File: config.mk
export PLATFORM = sky130hd
export DESIGN_NAME = alu_pipe
export DESIGN_NICKNAME = d
export VERILOG_FILES = /design/src/rtl/alu_pkg.sv /design/src/rtl/alu_pipe_mul.sv /design/src/rtl/alu_pipe.sv
export SDC_FILE = /design/constraint.sdc
export NUM_CORES = 1
export LEC_CHECK = 0
export ABC_CLOCK_PERIOD_IN_PS = 6950
export CAP_MARGIN = 20
export CELL_PAD_IN_SITES_DETAIL_PLACEMENT = 0
export CELL_PAD_IN_SITES_GLOBAL_PLACEMENT = 1
export CORE_ASPECT_RATIO = 2
export CORE_UTILIZATION = 40
export CTS_CLUSTER_SIZE = 40
export DETAILED_ROUTE_END_ITERATION = 6
export PLACE_DENSITY = 0.71
export SYNTH_ARGS = -nofsm -noshare
export SYNTH_HDL_FRONTEND = slang
export SYNTH_SLANG_ARGS = --single-unit
File: constraint.sdc
create_clock -name clk -period 6.95 [get_ports clk]
set_input_delay 0.695 -clock clk [delete_from_list [all_inputs] [get_ports clk]]
set_output_delay 0.695 -clock clk [all_outputs]
set_load 0.005 [all_outputs]
File: src/rtl/alu_pkg.sv
// Shared opcode encodings and FSM state type for the EX-stage ALU.
// Opcodes 0-7 keep the encodings of the earlier combinational ALU.
package alu_pkg;

    localparam logic [3:0] ALU_ADD  = 4'd0;
    localparam logic [3:0] ALU_AND  = 4'd1;
    localparam logic [3:0] ALU_XOR  = 4'd2;
    localparam logic [3:0] ALU_SLL  = 4'd3;
    localparam logic [3:0] ALU_SUB  = 4'd4;
    localparam logic [3:0] ALU_OR   = 4'd5;
    localparam logic [3:0] ALU_SRA  = 4'd6;
    localparam logic [3:0] ALU_SRL  = 4'd7;
    localparam logic [3:0] ALU_SLT  = 4'd8;
    localparam logic [3:0] ALU_SLTU = 4'd9;
    localparam logic [3:0] ALU_MUL  = 4'd10;
    localparam logic [3:0] ALU_NOR  = 4'd11;

    typedef enum logic {
        ST_IDLE = 1'b0,
        ST_MUL  = 1'b1
    } state_e;

endpackage

File: src/rtl/alu_pipe_mul.sv
// Iterative shift-add multiplier: one partial product per step, WIDTH steps.
// done and result are combinational on the final step so the owner can register them.
module alu_mul_iter #(
    parameter int unsigned WIDTH = 32
) (
    input  logic             clk,
    input  logic             rst,
    input  logic             start,
    input  logic             step,
    input  logic [WIDTH-1:0] a,
    input  logic [WIDTH-1:0] b,
    output logic             done,
    output logic [WIDTH-1:0] result
);
    localparam int unsigned CNT_W = $clog2(WIDTH);

    logic [WIDTH-1:0] mcand_q, mcand_d;
    logic [WIDTH-1:0] mplier_q, mplier_d;
    logic [WIDTH-1:0] acc_q, acc_d;
    logic [CNT_W-1:0] cnt_q, cnt_d;
    logic [WIDTH-1:0] acc_sum;

    always_comb begin
        acc_sum  = acc_q + (mplier_q[0] ? mcand_q : '0);
        mcand_d  = mcand_q;
        mplier_d = mplier_q;
        acc_d    = acc_q;
        cnt_d    = cnt_q;
        if (start) begin
            mcand_d  = a;
            mplier_d = b;
            acc_d    = '0;
            cnt_d    = '0;
        end else if (step) begin
            acc_d    = acc_sum;
            mcand_d  = mcand_q << 1;
            mplier_d = mplier_q >> 1;
            cnt_d    = cnt_q + CNT_W'(1);
        end
    end

    assign done   = step && (cnt_q == CNT_W'(WIDTH - 1));
    assign result = acc_sum;

    always_ff @(posedge clk) begin
        if (rst) begin
            mcand_q  <= '0;
            mplier_q <= '0;
            acc_q    <= '0;
            cnt_q    <= '0;
        end else begin
            mcand_q  <= mcand_d;
            mplier_q <= mplier_d;
            acc_q    <= acc_d;
            cnt_q    <= cnt_d;
        end
    end

endmodule

File: src/rtl/alu_pipe.sv
// Registered EX-stage ALU: single-cycle ops with latency 1, iterative MUL,
// valid/ready on both sides, zero/overflow flags and a passthrough destination tag.
module alu_pipe
    import alu_pkg::*;
#(
    parameter int unsigned WIDTH = 32,
    parameter int unsigned TAG_W = 5
) (
    input  logic             clk,
    input  logic             rst,
    input  logic             in_valid,
    output logic             in_ready,
    input  logic [3:0]       in_aluc,
    input  logic [WIDTH-1:0] in_a,
    input  logic [WIDTH-1:0] in_b,
    input  logic [TAG_W-1:0] in_tag,
    output logic             out_valid,
    input  logic             out_ready,
    output logic [WIDTH-1:0] out_r,
    output logic [TAG_W-1:0] out_tag,
    output logic             out_zero,
    output logic             out_ovf
);
    localparam int unsigned SHAMT_W = $clog2(WIDTH);

    state_e           state_q, state_d;
    logic             out_valid_q, out_valid_d;
    logic [WIDTH-1:0] out_r_q, out_r_d;
    logic [TAG_W-1:0] out_tag_q, out_tag_d;
    logic             out_zero_q, out_zero_d;
    logic             out_ovf_q, out_ovf_d;

    logic             accept;
    logic             mul_start;
    logic             mul_done;
    logic [WIDTH-1:0] mul_result;
    logic [SHAMT_W-1:0] shamt;
    logic [WIDTH-1:0] alu_res;
    logic             alu_ovf;
    logic             alu_known;
    logic             sa, sb, sr;

    assign in_ready  = !rst && (state_q == ST_IDLE) && (!out_valid_q || out_ready);
    assign accept    = in_valid && in_ready;
    assign mul_start = accept && (in_aluc == ALU_MUL);
    assign shamt     = in_a[SHAMT_W-1:0];

    alu_mul_iter #(.WIDTH(WIDTH)) u_mul (
        .clk    (clk),
        .rst    (rst),
        .start  (mul_start),
        .step   (state_q == ST_MUL),
        .a      (in_a),
        .b      (in_b),
        .done   (mul_done),
        .result (mul_result)
    );

    // Single-cycle datapath; opcodes 12-15 (and MUL here) produce 0 with flags forced low.
    always_comb begin
        alu_res   = '0;
        alu_known = 1'b1;
        case (in_aluc)
            ALU_ADD:  alu_res = in_a + in_b;
            ALU_SUB:  alu_res = in_a - in_b;
            ALU_AND:  alu_res = in_a & in_b;
            ALU_OR:   alu_res = in_a | in_b;
            ALU_XOR:  alu_res = in_a ^ in_b;
            ALU_NOR:  alu_res = ~(in_a | in_b);
            ALU_SLL:  alu_res = in_b << shamt;
            ALU_SRL:  alu_res = in_b >> shamt;
            ALU_SRA:  alu_res = $signed(in_b) >>> shamt;
            ALU_SLT:  alu_res = {{(WIDTH-1){1'b0}}, ($signed(in_a) < $signed(in_b))};
            ALU_SLTU: alu_res = {{(WIDTH-1){1'b0}}, (in_a < in_b)};
            default:  alu_known = 1'b0;
        endcase
        sa = in_a[WIDTH-1];
        sb = in_b[WIDTH-1];
        sr = alu_res[WIDTH-1];
        alu_ovf = 1'b0;
        if (in_aluc == ALU_ADD) alu_ovf = (sa == sb) && (sr != sa);
        if (in_aluc == ALU_SUB) alu_ovf = (sa != sb) && (sr != sa);
    end

    always_comb begin
        state_d = state_q;
        case (state_q)
            ST_IDLE: if (mul_start) state_d = ST_MUL;
            ST_MUL:  if (mul_done)  state_d = ST_IDLE;
            default: state_d = ST_IDLE;
        endcase
    end

    always_comb begin
        out_valid_d = out_valid_q;
        out_r_d     = out_r_q;
        out_tag_d   = out_tag_q;
        out_zero_d  = out_zero_q;
        out_ovf_d   = out_ovf_q;
        if (state_q == ST_MUL) begin
            if (mul_done) begin
                out_valid_d = 1'b1;
                out_r_d     = mul_result;
                out_zero_d  = (mul_result == '0);
                out_ovf_d   = 1'b0;
            end
        end else if (accept) begin
            out_tag_d = in_tag;
            if (mul_start) begin
                out_valid_d = 1'b0;
            end else begin
                out_valid_d = 1'b1;
                out_r_d     = alu_res;
                out_zero_d  = alu_known && (alu_res == '0);
                out_ovf_d   = alu_ovf;
            end
        end else if (out_valid_q && out_ready) begin
            out_valid_d = 1'b0;
        end
    end

    always_ff @(posedge clk) begin
        if (rst) begin
            state_q     <= ST_IDLE;
            out_valid_q <= 1'b0;
            out_r_q     <= '0;
            out_tag_q   <= '0;
            out_zero_q  <= 1'b0;
            out_ovf_q   <= 1'b0;
        end else begin
            state_q     <= state_d;
            out_valid_q <= out_valid_d;
            out_r_q     <= out_r_d;
            out_tag_q   <= out_tag_d;
            out_zero_q  <= out_zero_d;
            out_ovf_q   <= out_ovf_d;
        end
    end

    assign out_valid = out_valid_q;
    assign out_r     = out_r_q;
    assign out_tag   = out_tag_q;
    assign out_zero  = out_zero_q;
    assign out_ovf   = out_ovf_q;

endmodule

==> impl_metrics.yaml <==
worst_setup_path:
  path_class: "input pin to register"
  r2r_start: "u_mul.mplier_q[0]"
  crit_top_cell: "a211oi_1"
  path_cells: "clkdlybuf4s50_1, clkinv_1, ha_1, inv_2, a211oi_1, a2111oi_4, a211oi_1, a211oi_1, o211ai_1, a21oi_1, o21bai_1, a211oi_1, nand2b_1, a311oi_1"
  worst_path_max_delay_cell: "ha_1"
  ff2ff_path_depth: 16
  rrSetupSlack_ns: 2.10
  critPathLaunch: "in_a[4]"
  cp.depth: 14
  start_kind: "input pin"
  slowest_delay_ns: 0.68
  crit_fanout: 10
  worst_setup_path_end_kind: "register"
  path_buf_inv: 3
  cp_top_family: "compound AO/OA/AOI/OAI gates"
  r2r_end: "out_zero"
  critical_path_arrival_ns: 5.89
  crit_required_ns: 7.31
floorplanning:
  start_util: 0.405
  io_pins: 118
  die-area_sq_um: 46500
  die_h_um: 304
  die_width_um: 153
  core_sq_um: 45000
  fp-row-count: 110
routing:
  vias: 21500
  drt_iter0_drc: 2436
  route.detailed.drc: 1
  routed_wl_mm: 105
  wl_per_cell_um: 34.1
  drtPass1Iterations: 7
  via_per_inst: 6.96
  ant_nets: 0
yosys:
  synth.ff_latch_count: 142
  ys_seq_area_frac: 0.156
  ys.flop_type: "dfxtp_1"
  synth_fp_nets: 2691
  synth_top_cells_by_area: "dfxtp_1, ha_1, mux2i_1"
  synth_area_sq_um: 18200
  ys_types: 97
  async_flop_share: 0
  synth_edf_count: 0
  synth_top_area_frac: 0.156
  yosys.area.top_type: "dfxtp_1"
  ys_warn_count: 0
  syn_inst: 2475
  avgSynthCellArea_sq_um: 7.37
global_route:
  grt_remaining_overflow: 0
  grt_pass1_wl_mm: 151
  grt_use_total: 0.449
  antenna_found_initial: 4
  grt_max_degree: 65
  first_global_vias: 21100
cts:
  clk_path_buf_depth: 2
  cts_tree: "yes"
  cts_root_buf: "clkbuf_16"
  clock_latency_ns: 0.46
  post_cts_resized: 0
  cts_setup_buffers: 0
  numCtsBuffers: 17
  cts_max_level: 4
  clkSlewWorstSetupHoldPaths_ns: 0.06
  clkSinkCount: 142
  hold_buffers: 0
sta:
  finalHoldViolations: 0
  setup_viol: 0
  finalClockSkew_ns: 0.0132
  finalCritPeriodShare: 0.796
  worstMarginPinSlew_ns: 1.29
  setup_slack_ns: 1.42
  post-route-min-period_ns: 5.53
  rsz0062_at_grt: "false"
  tns_ns: 0
  max-slew-margin-rel: 0.140
  fmax_ghz: 0.181
  timing.final.max_slew_violations: 0
worst_hold_path:
  hold_path_class: "register to register"
  whs_path_depth: 2
  min_from: "out_r[15]"
  holdPathEnd: "out_r[15]"
power_and_ir_drop:
  switchingPower_w: 0.00127
  clockPowerShare: 0.325
  combPwrFrac: 0.398
  sw_frac_of_total: 0.412
  vdd_ir_drop_max_uv: 134
  finalPower_w: 0.00307
  p_int_w: 0.00180
  power_leakage_nw: 7.93
  pwr_density_cell_nw_per_um2: 149
  pwr-share-seq: 0.276
place:
  numPortBuffers: 117
  gp_congestion: 1.15
  post-place-ws_ns: 1.26
  hpwlAfterDp_mm: 82.0
cells_and_area:
  fin_nets: 2725
  area_growth_pct: 13.3
  layout_commonest_cell: "nor2_1"
  drive_gt1_frac: 0.0960
  final_util: 0.459
  mostFrequentLayoutCells: "nor2_1, nand2_1, a21oi_1, dfxtp_1, ha_1"
status:
  violations: "DRC"
  status: "finished, violations left"
run:
  drv_cap: 0
how the worst max path moves through the flow:
stage          slack [ns]        to
5_1_grt              1.31  out_r[0]
6_report             1.42  out_r[0]
3_3_place_gp         1.16  out_zero
2_1_floorplan        2.08  out_zero
3_5_place_dp         1.26  out_zero
4_1_cts              1.70  out_zero
state kept, by name, indices dropped and copies added (netlist names):
signal,count
u_mul.mcand_q,32
state_q,1
u_mul.acc_q,32
out_ovf,1
out_valid,1
u_mul.mplier_q,32
u_mul.cnt_q,5
out_tag,5
out_zero,1
out_r,32
cell usage after synthesis (all sizes together), types with 10 or more instances:
library cell  number
xnor2             20
and3              20
a21o              22
and2              48
xor2              10
o211ai            47
clkbuf           149
nor2             255
mux4              41
a211oi            85
dfxtp            142
mux2i            104
nand3             41
mux2              31
a221oi            22
inv              113
ha               136
nor2b             27
nand2            237
o21ai            113
or2               13
buf               48
o22ai             22
a311oi            18
nand4             25
o2111ai           11
nor3              63
o21a              14
o221ai            17
or3               21
o21bai            19
a2111oi           24
a32oi             10
o31ai             19
a31oi             23
a22oi             42
nor4              33
nand2b            26
a2bb2oi           14
a21oi            199
worst min-delay path: stages (launching register included):
cell and delay, ns:
dfxtp_1 0.31, nand2_1 0.05, a21oi_1 0.05
stage by stage:
step | instances | hold slack, ns | cell area (sq um)
after floorplan | 2475 | 0.436 | 18200
final | 3084 | 0.450 | 20700
after detailed placement | 3045 | 0.447 | 20000
after global routing | 3082 | 0.472 | 20700
after CTS | 3077 | 0.454 | 20600
after global placement | 3043 | 0.441 | 20000
logic make-up after synthesis:
logic type,Yosys count,synth area share
simple gates,867,0.231
compound gates,808,0.306
buf+inv,313,0.0687
mux,176,0.127
flops,142,0.156
fa+ha+maj,139,0.0966
xor+xnor,30,0.0144
per-layer routing:
layer / vias up / global-route usage / wire, um
met5: - / 0.00106 / 0
met4: 0 / 0.482 / 13700
met3: 583 / 0.111 / 7770
met2: 1326 / 0.766 / 50300
met1: 10200 / 0.422 / 33400
li1: 9360 / - / -
area by class of cell:
cell class	instances	area, sq um
antenna	2	5.00
multi-input combinational	2020	14200
fill	4670	24300
clock buffer	20	468
inverter	116	435
timing repair buffer	212	1870
sequential	142	2850
tap	560	701
clock inverter	12	151
power groups by stage:
stage	logic, W	registers, W	clock network [W]
floorplan	0.000652	0.000862	0
global placement	0.00115	0.000866	0
detailed placement	0.00115	0.000866	0
CTS	0.00115	0.000848	0.00101
global route	0.00126	0.000850	0.00104
finish	0.00122	0.000848	0.000999
Note: power is estimated with default switching activity, not from simulation.
